File: src/rtl/apb_master_bridge_if.sv
// APB signal bundle between the bridge (master end) and the interconnect/slaves.
interface apb_bus_t #(
  parameter int ADDR_WIDTH = 32,
  parameter int DATA_WIDTH = 32
);
  logic                  PCLK;
  logic                  PRESETn;
  logic                  PSEL;
  logic                  PENABLE;
  logic [ADDR_WIDTH-1:0] PADDR;
  logic                  PWRITE;
  logic [DATA_WIDTH-1:0] PWDATA;
  logic [DATA_WIDTH-1:0] PRDATA;
  logic                  PREADY;
  logic                  PSLVERR;

  modport master (
    output PCLK, PRESETn, PSEL, PENABLE, PADDR, PWRITE, PWDATA,
    input  PRDATA, PREADY, PSLVERR
  );

  modport slave (
    input  PCLK, PRESETn, PSEL, PENABLE, PADDR, PWRITE, PWDATA,
    output PRDATA, PREADY, PSLVERR
  );
endinterface

File: src/rtl/apb_master_bridge.sv
// Core req/gnt/rvalid port to APB master bridge, one transfer in flight.
// Define APB_TIMEOUT_EN to abort ACCESS phases that wait longer than TIMEOUT_CYCLES.
module apb_master_bridge #(
  parameter int APB_ADDR_WIDTH = 32,
  parameter int APB_DATA_WIDTH = 32,
  parameter int TIMEOUT_CYCLES = 256
) (
  input  logic                      clk,
  input  logic                      rst_i,
  input  logic                      req_i,
  input  logic                      we_i,
  input  logic [APB_ADDR_WIDTH-1:0] addr_i,
  input  logic [APB_DATA_WIDTH-1:0] wdata_i,
  output logic                      gnt_o,
  output logic                      rvalid_o,
  output logic [APB_DATA_WIDTH-1:0] rdata_o,
  output logic                      err_o,
  apb_bus_t.master                  master_port
);

  typedef enum logic [1:0] {
    IDLE   = 2'd0,
    SETUP  = 2'd1,
    ACCESS = 2'd2
  } state_e;

  state_e                    state_q, state_d;
  logic                      psel_q, penable_q, pwrite_q;
  logic [APB_ADDR_WIDTH-1:0] paddr_q;
  logic [APB_DATA_WIDTH-1:0] pwdata_q;
  logic                      rvalid_q, err_q;
  logic [APB_DATA_WIDTH-1:0] rdata_q;
  logic                      complete;
  logic                      timeout;

`ifdef APB_TIMEOUT_EN
  localparam int CntW = $clog2(TIMEOUT_CYCLES + 1);
  localparam logic [CntW-1:0] CntMax = CntW'(TIMEOUT_CYCLES);

  logic [CntW-1:0] wait_cnt_q;

  assign timeout = (state_q == ACCESS) && !master_port.PREADY && (wait_cnt_q == CntMax);

  // Counts ACCESS cycles already spent waiting; restarts with every new SETUP.
  always_ff @(posedge clk or posedge rst_i) begin
    if (rst_i) begin
      wait_cnt_q <= '0;
    end else if (state_d == SETUP) begin
      wait_cnt_q <= '0;
    end else if ((state_q == ACCESS) && !master_port.PREADY && !timeout) begin
      wait_cnt_q <= wait_cnt_q + 1'b1;
    end
  end
`else
  assign timeout = 1'b0;
`endif

  // NOTE: every output of this block gets a default first so no path leaves one unassigned (no latch).
  always_comb begin
    state_d  = state_q;
    gnt_o    = 1'b0;
    complete = 1'b0;
    case (state_q)
      IDLE: begin
        gnt_o = req_i;
        if (req_i) state_d = SETUP;
      end
      SETUP: begin
        state_d = ACCESS;
      end
      ACCESS: begin
        if (timeout) begin
          complete = 1'b1;
          state_d  = IDLE;
        end else if (master_port.PREADY) begin
          complete = 1'b1;
          gnt_o    = req_i;
          state_d  = req_i ? SETUP : IDLE;
        end
      end
      default: begin
        state_d = IDLE;
      end
    endcase
  end

  // NOTE: state is updated with non-blocking assignments so all flops see pre-edge values.
  always_ff @(posedge clk or posedge rst_i) begin
    if (rst_i) begin
      state_q   <= IDLE;
      psel_q    <= 1'b0;
      penable_q <= 1'b0;
      pwrite_q  <= 1'b0;
      paddr_q   <= '0;
      pwdata_q  <= '0;
    end else begin
      state_q   <= state_d;
      psel_q    <= (state_d != IDLE);
      penable_q <= (state_d == ACCESS);
      if (gnt_o) begin
        paddr_q  <= addr_i;
        pwrite_q <= we_i;
        pwdata_q <= wdata_i;
      end
    end
  end

  // Response registers hold their value between completions.
  always_ff @(posedge clk or posedge rst_i) begin
    if (rst_i) begin
      rvalid_q <= 1'b0;
      err_q    <= 1'b0;
      rdata_q  <= '0;
    end else begin
      rvalid_q <= complete;
      if (complete) begin
        err_q   <= timeout | master_port.PSLVERR;
        rdata_q <= (timeout || pwrite_q) ? '0 : master_port.PRDATA;
      end
    end
  end

  assign rvalid_o = rvalid_q;
  assign err_o    = err_q;
  assign rdata_o  = rdata_q;

  assign master_port.PCLK    = clk;
  assign master_port.PRESETn = ~rst_i;
  assign master_port.PSEL    = psel_q;
  assign master_port.PENABLE = penable_q;
  assign master_port.PADDR   = paddr_q;
  assign master_port.PWRITE  = pwrite_q;
  assign master_port.PWDATA  = pwdata_q;

endmodule

File: src/flat_wrapper.sv
// flat-port wrapper written by rule: the top's interface ports become plain ports
module apb_master_bridge_flat 
#(
  parameter int APB_ADDR_WIDTH = 32,
  parameter int APB_DATA_WIDTH = 32,
  parameter int TIMEOUT_CYCLES = 256
)
  (clk, rst_i, req_i, we_i, addr_i, wdata_i, gnt_o, rvalid_o, rdata_o, err_o, master_port_PCLK, master_port_PRESETn, master_port_PSEL, master_port_PENABLE, master_port_PADDR, master_port_PWRITE, master_port_PWDATA, master_port_PRDATA, master_port_PREADY, master_port_PSLVERR);
  apb_bus_t #(.ADDR_WIDTH((32)), .DATA_WIDTH((32))) master_port_i ();
  input  logic clk;
  input  logic rst_i;
  input  logic req_i;
  input  logic we_i;
  input  logic [APB_ADDR_WIDTH-1:0] addr_i;
  input  logic [APB_DATA_WIDTH-1:0] wdata_i;
  output logic gnt_o;
  output logic rvalid_o;
  output logic [APB_DATA_WIDTH-1:0] rdata_o;
  output logic err_o;
  output wire logic [$bits(master_port_i.PCLK)-1:0] master_port_PCLK;
  output wire logic [$bits(master_port_i.PRESETn)-1:0] master_port_PRESETn;
  output wire logic [$bits(master_port_i.PSEL)-1:0] master_port_PSEL;
  output wire logic [$bits(master_port_i.PENABLE)-1:0] master_port_PENABLE;
  output wire logic [$bits(master_port_i.PADDR)-1:0] master_port_PADDR;
  output wire logic [$bits(master_port_i.PWRITE)-1:0] master_port_PWRITE;
  output wire logic [$bits(master_port_i.PWDATA)-1:0] master_port_PWDATA;
  input wire logic [$bits(master_port_i.PRDATA)-1:0] master_port_PRDATA;
  input wire logic [$bits(master_port_i.PREADY)-1:0] master_port_PREADY;
  input wire logic [$bits(master_port_i.PSLVERR)-1:0] master_port_PSLVERR;
  assign master_port_PCLK = master_port_i.PCLK;
  assign master_port_PRESETn = master_port_i.PRESETn;
  assign master_port_PSEL = master_port_i.PSEL;
  assign master_port_PENABLE = master_port_i.PENABLE;
  assign master_port_PADDR = master_port_i.PADDR;
  assign master_port_PWRITE = master_port_i.PWRITE;
  assign master_port_PWDATA = master_port_i.PWDATA;
  assign master_port_i.PRDATA = master_port_PRDATA;
  assign master_port_i.PREADY = master_port_PREADY;
  assign master_port_i.PSLVERR = master_port_PSLVERR;
  apb_master_bridge #(.APB_ADDR_WIDTH(APB_ADDR_WIDTH), .APB_DATA_WIDTH(APB_DATA_WIDTH), .TIMEOUT_CYCLES(TIMEOUT_CYCLES)) u_core (.clk(clk), .rst_i(rst_i), .req_i(req_i), .we_i(we_i), .addr_i(addr_i), .wdata_i(wdata_i), .gnt_o(gnt_o), .rvalid_o(rvalid_o), .rdata_o(rdata_o), .err_o(err_o), .master_port(master_port_i));
endmodule
File: config.mk
export PLATFORM = sky130hd
export DESIGN_NAME = apb_master_bridge_flat
export DESIGN_NICKNAME = d
export VERILOG_FILES = /design/src/rtl/apb_master_bridge_if.sv /design/src/rtl/apb_master_bridge.sv /design/src/flat_wrapper.sv
export SDC_FILE = /design/constraint.sdc
export NUM_CORES = 1
export LEC_CHECK = 0
export CAP_MARGIN = 40
export CORE_UTILIZATION = 40
export DETAILED_ROUTE_END_ITERATION = 6
export PLACE_DENSITY_LB_ADDON = 0.08
export SKIP_CTS_REPAIR_TIMING = 1
export SYNTH_ARGS = -nofsm -noshare
export SYNTH_HDL_FRONTEND = slang
export SYNTH_SLANG_ARGS = --single-unit
export TNS_END_PERCENT = 50
File: constraint.sdc
create_clock -name clk -period 6.43 [get_ports clk]
set_clock_uncertainty 0.2 [all_clocks]
set_input_delay 1.929 -clock clk [delete_from_list [all_inputs] [get_ports clk]]
set_output_delay 1.929 -clock clk [all_outputs]
set_load 0.005 [all_outputs]
==> flow_metrics.env <==
export IMPL_grt_max_degree=67
export IMPL_status="complete, no violations"
export IMPL_ys_ff_latch=103
export IMPL_maxCapViolations=0
export IMPL_gp_congestion=0.720
export IMPL_rr_worst_depth=5
export IMPL_max_stage_delay_ps=430
export IMPL_crit_arrival_ps=3870
export IMPL_vias_per_cell=4.62
export IMPL_static_leakage_power_nw=2.81
export IMPL_r2r_slack_ps=4260
export IMPL_die_x_um=104
export IMPL_route_detailed_drc=0
export IMPL_grt_antenna_before_repair=0
export IMPL_core_um2=9950
export IMPL_dr_wl_met2_um=4610
export IMPL_hpwl_um=6900
export IMPL_initial_utilization_pct=41.9
export IMPL_grt_ovfl_total=0
export IMPL_startpoint="clk"
export IMPL_crit_fanout=2
export IMPL_pre_cts_ws_ps=672
export IMPL_n_fill_cell=766
export IMPL_die_height_um=104
export IMPL_worstSetupPathType="clk2out"
export IMPL_drive_above_1_share_pct=18.2
export IMPL_wl_met1_um=4090
export IMPL_rsz0062_at_grt="false"
export IMPL_highest_layer="met4"
export IMPL_syn2layout_area_growth_pct=57.1
export IMPL_dr_first_iter_drc_count=93
export IMPL_nets=603
export IMPL_worstHoldStart="u_core.rdata_o[10]"
export IMPL_grt_pass1_vias=3103
export IMPL_clk_pin_slew_worst_paths_ps=90
export IMPL_syn_avg_cell_area_um2=14.1
export IMPL_ioPinCount=206
export IMPL_synth_warnings=0
export IMPL_powerDensity_nw_per_um2=339
export IMPL_clk_latency_ps=450
export IMPL_die_area_um2=10800
export IMPL_min_path_type="reg2reg"
export IMPL_drv_slew=0
export IMPL_start_kind="clock port"
export IMPL_hold_end="u_core.rdata_o[10]"
export IMPL_postSynthCellCount=295
export IMPL_slowest_stage="clkdlybuf4s50_1"
export IMPL_tns_ps=0
export IMPL_path_cells="clkbuf_8 > clkbuf_8 > clkdlybuf4s50_1"
export IMPL_relSlewSlack_pct=46.1
export IMPL_critPathRequiredTime_ps=4300
export IMPL_peakVddDrop_v=0.000177
export IMPL_num_antenna_cells=0
export IMPL_synth_nets=397
export IMPL_antenna_left=0
export IMPL_routedWlPerCell_um=15.1
export IMPL_worst_pin_slew_ps=809
export IMPL_finalHoldViolations=0
export IMPL_yosysSeqAreaShare_pct=61.9
export IMPL_regToRegStartpoint="u_core.state_q[1]"
export IMPL_synth_distinct_cells=18
export IMPL_reg2reg_to="u_core.master_port.PADDR[28]"
export IMPL_routed_wirelength_um=9640
export IMPL_min_delay_path_depth=2
export IMPL_layout_setup_ws_ps=433
export IMPL_cts_tree="done"
export IMPL_drtPass1Iterations=4
export IMPL_port_buffers=205
export IMPL_wl_met3_um=801
export IMPL_grt_use_total_pct=18.8
export IMPL_finalSetupViolations=0
export IMPL_cp_end_kind="primary output"
export IMPL_crit_top_cell="clkbuf_8"
export IMPL_row_count=36
export IMPL_grt_pass1_wl_um=15700
export IMPL_vias=2950
export IMPL_syn_cell_area_um2=4170
## sequential cells by signal (all words and copies together), names as in the netlist
register / flops
u_core.err_o: 1
u_core.master_port.PADDR: 32
u_core.master_port.PENABLE: 1
u_core.master_port.PSEL: 1
u_core.master_port.PWDATA: 32
u_core.master_port.PWRITE: 1
u_core.rdata_o: 32
u_core.rvalid_o: 1
u_core.state_q: 2
## layout make-up
| type | count | area (um^2) | share of cell area [%] |
|---|---|---|---|
| well taps | 133 | 166 | 2.54 |
| clock inverters | 4 | 35.0 | 0.535 |
| multi-input cells | 172 | 1450 | 22.1 |
| flip-flops and latches | 103 | 2580 | 39.4 |
| repair buffers | 209 | 2100 | 32.1 |
| inverters | 2 | 10.0 | 0.153 |
| clock buffers | 16 | 206 | 3.15 |
## power breakdown
| part | leakage [nW] | switching, mW | total, mW | internal (mW) |
|---|---|---|---|---|
| Sequential | 1.25 | 0.116 | 0.962 | 0.845 |
| Clock | 0.123 | 0.228 | 0.446 | 0.217 |
| Combinational | 1.43 | 0.245 | 0.814 | 0.569 |
## how the worst max path moves through the flow
stage / end / slack [ps] / cells after the start
2_1_floorplan: master_port_PRESETn / 220 / 1
3_3_place_gp: master_port_PCLK / 670 / 1
3_5_place_dp: master_port_PCLK / 670 / 1
4_1_cts: master_port_PCLK / 430 / 3
5_1_grt: master_port_PCLK / 420 / 3
6_report: master_port_PCLK / 430 / 3
## cells in the final DEF (no fill, tap or decap), drive strengths merged
master         instances
clkdlybuf4s50        205
dfrtp                103
mux2                  66
o21ai                 35
nand2b                34
nand2                 32
clkbuf                15
buf                    5
inv                    5
nor3b                  2
nand3b                 1
nor2b                  1
nor2                   1
clkinv                 1
## worst max-delay path, delay by kind of cell
family / cells / cell delay [ps]
buffers and inverters: 3 / 660
## routing by layer
metal / track usage, % / vias up
met5: 0 / -
met2: 29.3 / 130
met1: 23.5 / 1413
li1: - / 1396
met3: 8.15 / 11
met4: 6.02 / 0
## cells in the mapped netlist
cell type    n  share of area, %
nor2_1       1             0.090
nor3b_1      1              0.18
mux2_2      27               7.3
buf_1        1             0.090
nor2b_4      1              0.33
buf_8        4               1.4
dfrtp_1    103                62
inv_1        2              0.18
buf_6        1              0.27
clkbuf_1     4              0.36
mux2_4      39                14
nor3b_4      1              0.45
buf_2        7              0.84
nand2_1     32               2.9
nand3b_1     1              0.18
nand2b_1    34               5.1
buf_4        1              0.18
o21ai_0     35               4.2
## kinds of logic after synthesis
| kind of cell | after synthesis | share of synthesized area (%) |
|---|---|---|
| flip-flops | 103 | 61.9 |
| AND/OR/NAND/NOR | 71 | 9.22 |
| multiplexers | 66 | 21.4 |
| AO/OA/AOI/OAI | 35 | 4.20 |
| buffers and inverters | 20 | 3.36 |
## metrics by stage
| step | cells | power, mW | util (%) | hold WS [ps] | instance area (um^2) |
|---|---|---|---|---|---|
| final | 639 | 2.22 | 65.7 | 289 | 6540 |
| after CTS | 639 | 2.26 | 65.7 | 294 | 6540 |
| after global routing | 639 | 2.36 | 65.7 | 314 | 6540 |
| after floorplan | 295 | 1.28 | - | 273 | 4170 |
| after detailed placement | 620 | 1.81 | 63.4 | 273 | 6310 |
| after global placement | 619 | 1.78 | 63.1 | 260 | 6280 |
Note: power is estimated with default switching activity, not from simulation.
==> RTL change 1 (same flow settings) <==
Build with the macro `APB_TIMEOUT_EN` defined.
--- a/src/rtl/apb_master_bridge.sv
+++ b/src/rtl/apb_master_bridge.sv
@@ -1,5 +1,7 @@
 // Core req/gnt/rvalid port to APB master bridge, one transfer in flight.
 // Define APB_TIMEOUT_EN to abort ACCESS phases that wait longer than TIMEOUT_CYCLES.
+`define APB_TIMEOUT_EN
+
 module apb_master_bridge #(
   parameter int APB_ADDR_WIDTH = 32,
   parameter int APB_DATA_WIDTH = 32,
Formal check against the unedited RTL: same outputs for any inputs over 10 cycles, from zero or initial values and one cycle with rst_i high; that may be too few to reach the edited logic, so the function may still have changed.
==> RTL change 1 against the original RTL <==
Design area rose by 3.6%. Power increased by 3.8%. Sequential cell count increased by 9. Critical path type unchanged. Wire length is 9.5% higher. Area after synthesis increased by 3.0%. Largest power group unchanged. Die area increased by 3.0%. Sequential share of layout area increased by 2.0 points. Worst setup slack lost 0.0061 ns. Via count grew 6.0%. Core utilization down 0.39 points.
==> RTL change 1: results <==
group,metric,value,unit
power,leakage,0.002870,uW
synthesis,synth.distinct_cells,36,
synthesis,synthTopCellsByArea,"dfrtp_1 65%, mux2_2 12%, a22o_1 6.5%",
route,firstDrtPassIters,4,
synthesis,synthMuxAreaShare,17.78,%
synthesis,yosys_warnings,0,
setup_path,crit_arrival,3.87,ns
synthesis,synthArstFlopShare,100.0,%
run_status,status,"completed",
synthesis,syn_inst,279,
grt,grt_usage,19.42,%
route,drt-initial-drc-count,98,
route,routed_via_density,4.971,
grt,grt_pass1_wl,16670,um
synthesis,syn-num-nets,383,
clocking,worstSkewPairLatency,0.46,ns
clocking,path_clk_slew,0.10,ns
setup_path,r2r.worst_path.cells,7,
synthesis,synth-xor-area-share,0.8161,%
grt,grt_max_degree,66,
synthesis,synth_adder_area_share,0.5829,%
placed_design,io_buffers,205,
grt,grt_pass1_vias,3301,
min_path,hold_path.class,"flop to flop",
power,vdd_drop_max,171.6,uV
grt,antenna_found_initial,0,
synthesis,ys_seq_area_share,65.29,%
synthesis,synth_commonest_cells,"112 x dfrtp_1, 47 x mux2_2, 32 x a22o_1, 19 x mux2_1, 8 x buf_2",
cells_and_area,fin_nets,592,
cells_and_area,drive_gt1_share,16.23,%
sta,slew_headroom,49.35,%
route,wirelength,10560,um
synthesis,synth_compound_area_share,7.899,%
placed_design,gp_congestion,0.6792,
cells_and_area,insertedDiodeCount,0,
min_path,hold_depth,1,
setup_path,path_max_fanout,2,
placed_design,dp_hpwl,7682,um
RTL change 1: changes by cell type after synthesis, sizes merged, moves of 4 or more:
cell    delta
dfrtp      +9
nand3      +4
nand2b    -31
a22o      +32
nand2     -29
nor2       +5
o21ai     -32
RTL change 1: layout make-up:
type	instances	area [um2]
Fill cell	795	3593
Inverter	5	21.27
Tap cell	136	170.2
Clock inverter	6	72.57
Timing Repair Buffer	211	2150
Clock buffer	14	188.9
Sequential cell	112	2803
Multi-Input combinational cell	145	1371
RTL change 1: kinds of logic after synthesis:
group                    Yosys count
AO/OA/AOI/OAI                     41
XOR/XNOR                           4
adder cells (fa/ha/maj)            2
buffers and inverters             22
flip-flops                       112
multiplexers                      68
AND/OR/NAND/NOR                   30
RTL change 1: stage by stage:
step | util (%) | std cells | setup slack, ns | hold slack, ns | instance area [um2]
2_1_floorplan | - | 279 | 0.03802 | 0.2811 | 4293
3_3_place_gp | 62.10 | 606 | 0.6724 | 0.2671 | 6440
3_5_place_dp | 62.92 | 610 | 0.6724 | 0.2737 | 6525
4_1_cts | 65.35 | 629 | 0.4210 | 0.3000 | 6777
5_1_grt | 65.35 | 629 | 0.4167 | 0.3070 | 6777
6_report | 65.35 | 629 | 0.4271 | 0.2965 | 6777
RTL change 1: final timing paths:
path / to / start / slack, ns
setup / recovery: master_port_PCLK / clk / 0.43
hold / removal: u_core.master_port.PADDR[5]$_DFFE_PP0P_ / u_core.master_port.PADDR[5]$_DFFE_PP0P_ / 0.30
setup reg to reg: u_core.rdata_o[0]$_DFFE_PP0P_ / u_core.wait_cnt_q[0]$_DFFE_PP0P_ / 3.92
hold reg to reg: u_core.master_port.PADDR[5]$_DFFE_PP0P_ / u_core.master_port.PADDR[5]$_DFFE_PP0P_ / 0.30
max in group asynchronous: u_core.wait_cnt_q[8]$_DFFE_PP0P_ / rst_i / 3.17
min in group asynchronous: u_core.rdata_o[27]$_DFFE_PP0P_ / rst_i / 1.68
RTL change 1: report_power, final:
group          internal [uW]  switching, uW
registers                907            109
logic                    554            234
clock network            247            255
RTL change 1: routing by layer:
| metal | global-route usage [%] | vias to the layer above | part of all wire (%) |
|---|---|---|---|
| met1 | 24.02 | 1552 | 41 |
| met5 | 0 | - | 0 |
| met4 | 9.127 | 0 | 2.4 |
| met2 | 30.45 | 142 | 48 |
| li1 | - | 1416 | - |
| met3 | 6.865 | 17 | 8.7 |
RTL change 1: critical path, stage by stage:
cell and delay [ns]:
clkbuf_8 0.11, clkbuf_8 0.12, clkdlybuf4s50_1 0.43
==> RTL change 2 (same flow settings) <==
Made on the original files. The 3 states of `state_e` get a one-hot encoding in 3 bits.
--- a/src/rtl/apb_master_bridge.sv
+++ b/src/rtl/apb_master_bridge.sv
@@ -18,10 +18,10 @@
   apb_bus_t.master                  master_port
 );
 
-  typedef enum logic [1:0] {
-    IDLE   = 2'd0,
-    SETUP  = 2'd1,
-    ACCESS = 2'd2
+  typedef enum logic [2:0] {
+    IDLE   = 3'b001,
+    SETUP  = 3'b010,
+    ACCESS = 3'b100
   } state_e;
 
   state_e                    state_q, state_d;
Function: no difference found for any inputs over 10 cycles, from zero or initial values and one cycle with rst_i high; not proved beyond that.
==> RTL change 2 against the original RTL <==
Worst hold slack lost 0.0037 ns. Synthesized cell count grew 95%. Critical path depth is the same. Cell count grew 47%. Wire length grew 72%. First-iteration DRC count grew to 3.1 times the old value. Combinational power grew 130%. Power grew 70%. Worst setup slack lost 0.027 ns. Area after synthesis grew 42%. Design area grew 28%. Sequential cell count grew 1.
==> RTL change 2: results <==
group,metric,value,unit
run_status,status,"completed",
route,drt-initial-drc-count,287,
grt,grt_pass1_vias,5037,
route,routed_via_density,5.429,
grt,grt_use_met2,35.79,%
placed_design,dpl_cell_area,7965,um2
sta,setup_slack,0.4059,ns
cells_and_area,layout.area.seq,2609,um2
route,m1WireLength,7699,um
cells_and_area,multi_input_cells,410,
grt,grt_pass1_wl,26120,um
synthesis,synth_compound_area_share,28.95,%
cells_and_area,multi_input_area_share,35.13,%
placed_design,dp_hpwl,10750,um
cells_and_area,clk_share,4.806,%
power,leakage,0.003390,uW
min_path,whs_endpoint,"u_core.rdata_o[12]$_DFFE_PP0P_",
sta,slew_headroom,43.94,%
synthesis,synthTopCellsByArea,"dfrtp_1 44%, o2bb2ai_1 14%, a221oi_2 11%",
clocking,path_clk_slew,0.07,ns
synthesis,synthMuxAreaShare,5.019,%
synthesis,ys_ff_latch,104,
grt,met3_usage,5.351,%
placed_design,gp_congestion,0.7378,
setup_path,r2r_start,"u_core.state_q[0]$_DFF_PP1_",
cells_and_area,fin_nets,852,
synthesis,ys_seq_area_share,44.07,%
grt,grt_usage,22.18,%
cells_and_area,n_clock_buffer,14,
cells_and_area,inverters,3,
cells_and_area,bufAreaShareNonClock,25.93,%
setup_path,worstReg2RegEnd,"u_core.err_o$_DFFE_PP0P_",
grt,use_met1,28.84,%
synthesis,synth_commonest_cells,"140 x nor2_1, 103 x dfrtp_1, 92 x o2bb2ai_1, 44 x a221oi_2, 36 x buf_2",
cells_and_area,drive_gt1_share,13.94,%
cells_and_area,area_growth_syn_to_layout,41.44,%
RTL change 2: changes by cell type after synthesis, moves of 4 or more:
cell	before	now
buf_4	1	5
a221oi_2	0	44
nor2_1	1	140
mux2_2	27	1
mux2_4	39	19
o2bb2ai_1	0	92
buf_2	7	36
clkbuf_1	4	10
RTL change 2: power by group:
part / internal [uW] / total (uW) / switching (uW) / leakage [uW]
clock network: 440 / 701 / 261 / 0.000196
registers: 948 / 1230 / 285 / 0.00129
logic: 1050 / 1850 / 793 / 0.00191
total: 2440 / 3780 / 1340 / 0.00339
RTL change 2: worst max-delay path by stage:
stage,from,endpoint,depth (start not counted)
2_1_floorplan,rst_i,master_port_PRESETn,1
3_3_place_gp,clk,master_port_PCLK,1
3_5_place_dp,clk,master_port_PCLK,1
4_1_cts,clk,master_port_PCLK,3
5_1_grt,clk,master_port_PCLK,3
6_report,clk,master_port_PCLK,3
RTL change 2: critical path: stages:
cell and delay (ns):
clkbuf_16 0.12, clkbuf_16 0.13, clkdlybuf4s50_1 0.43
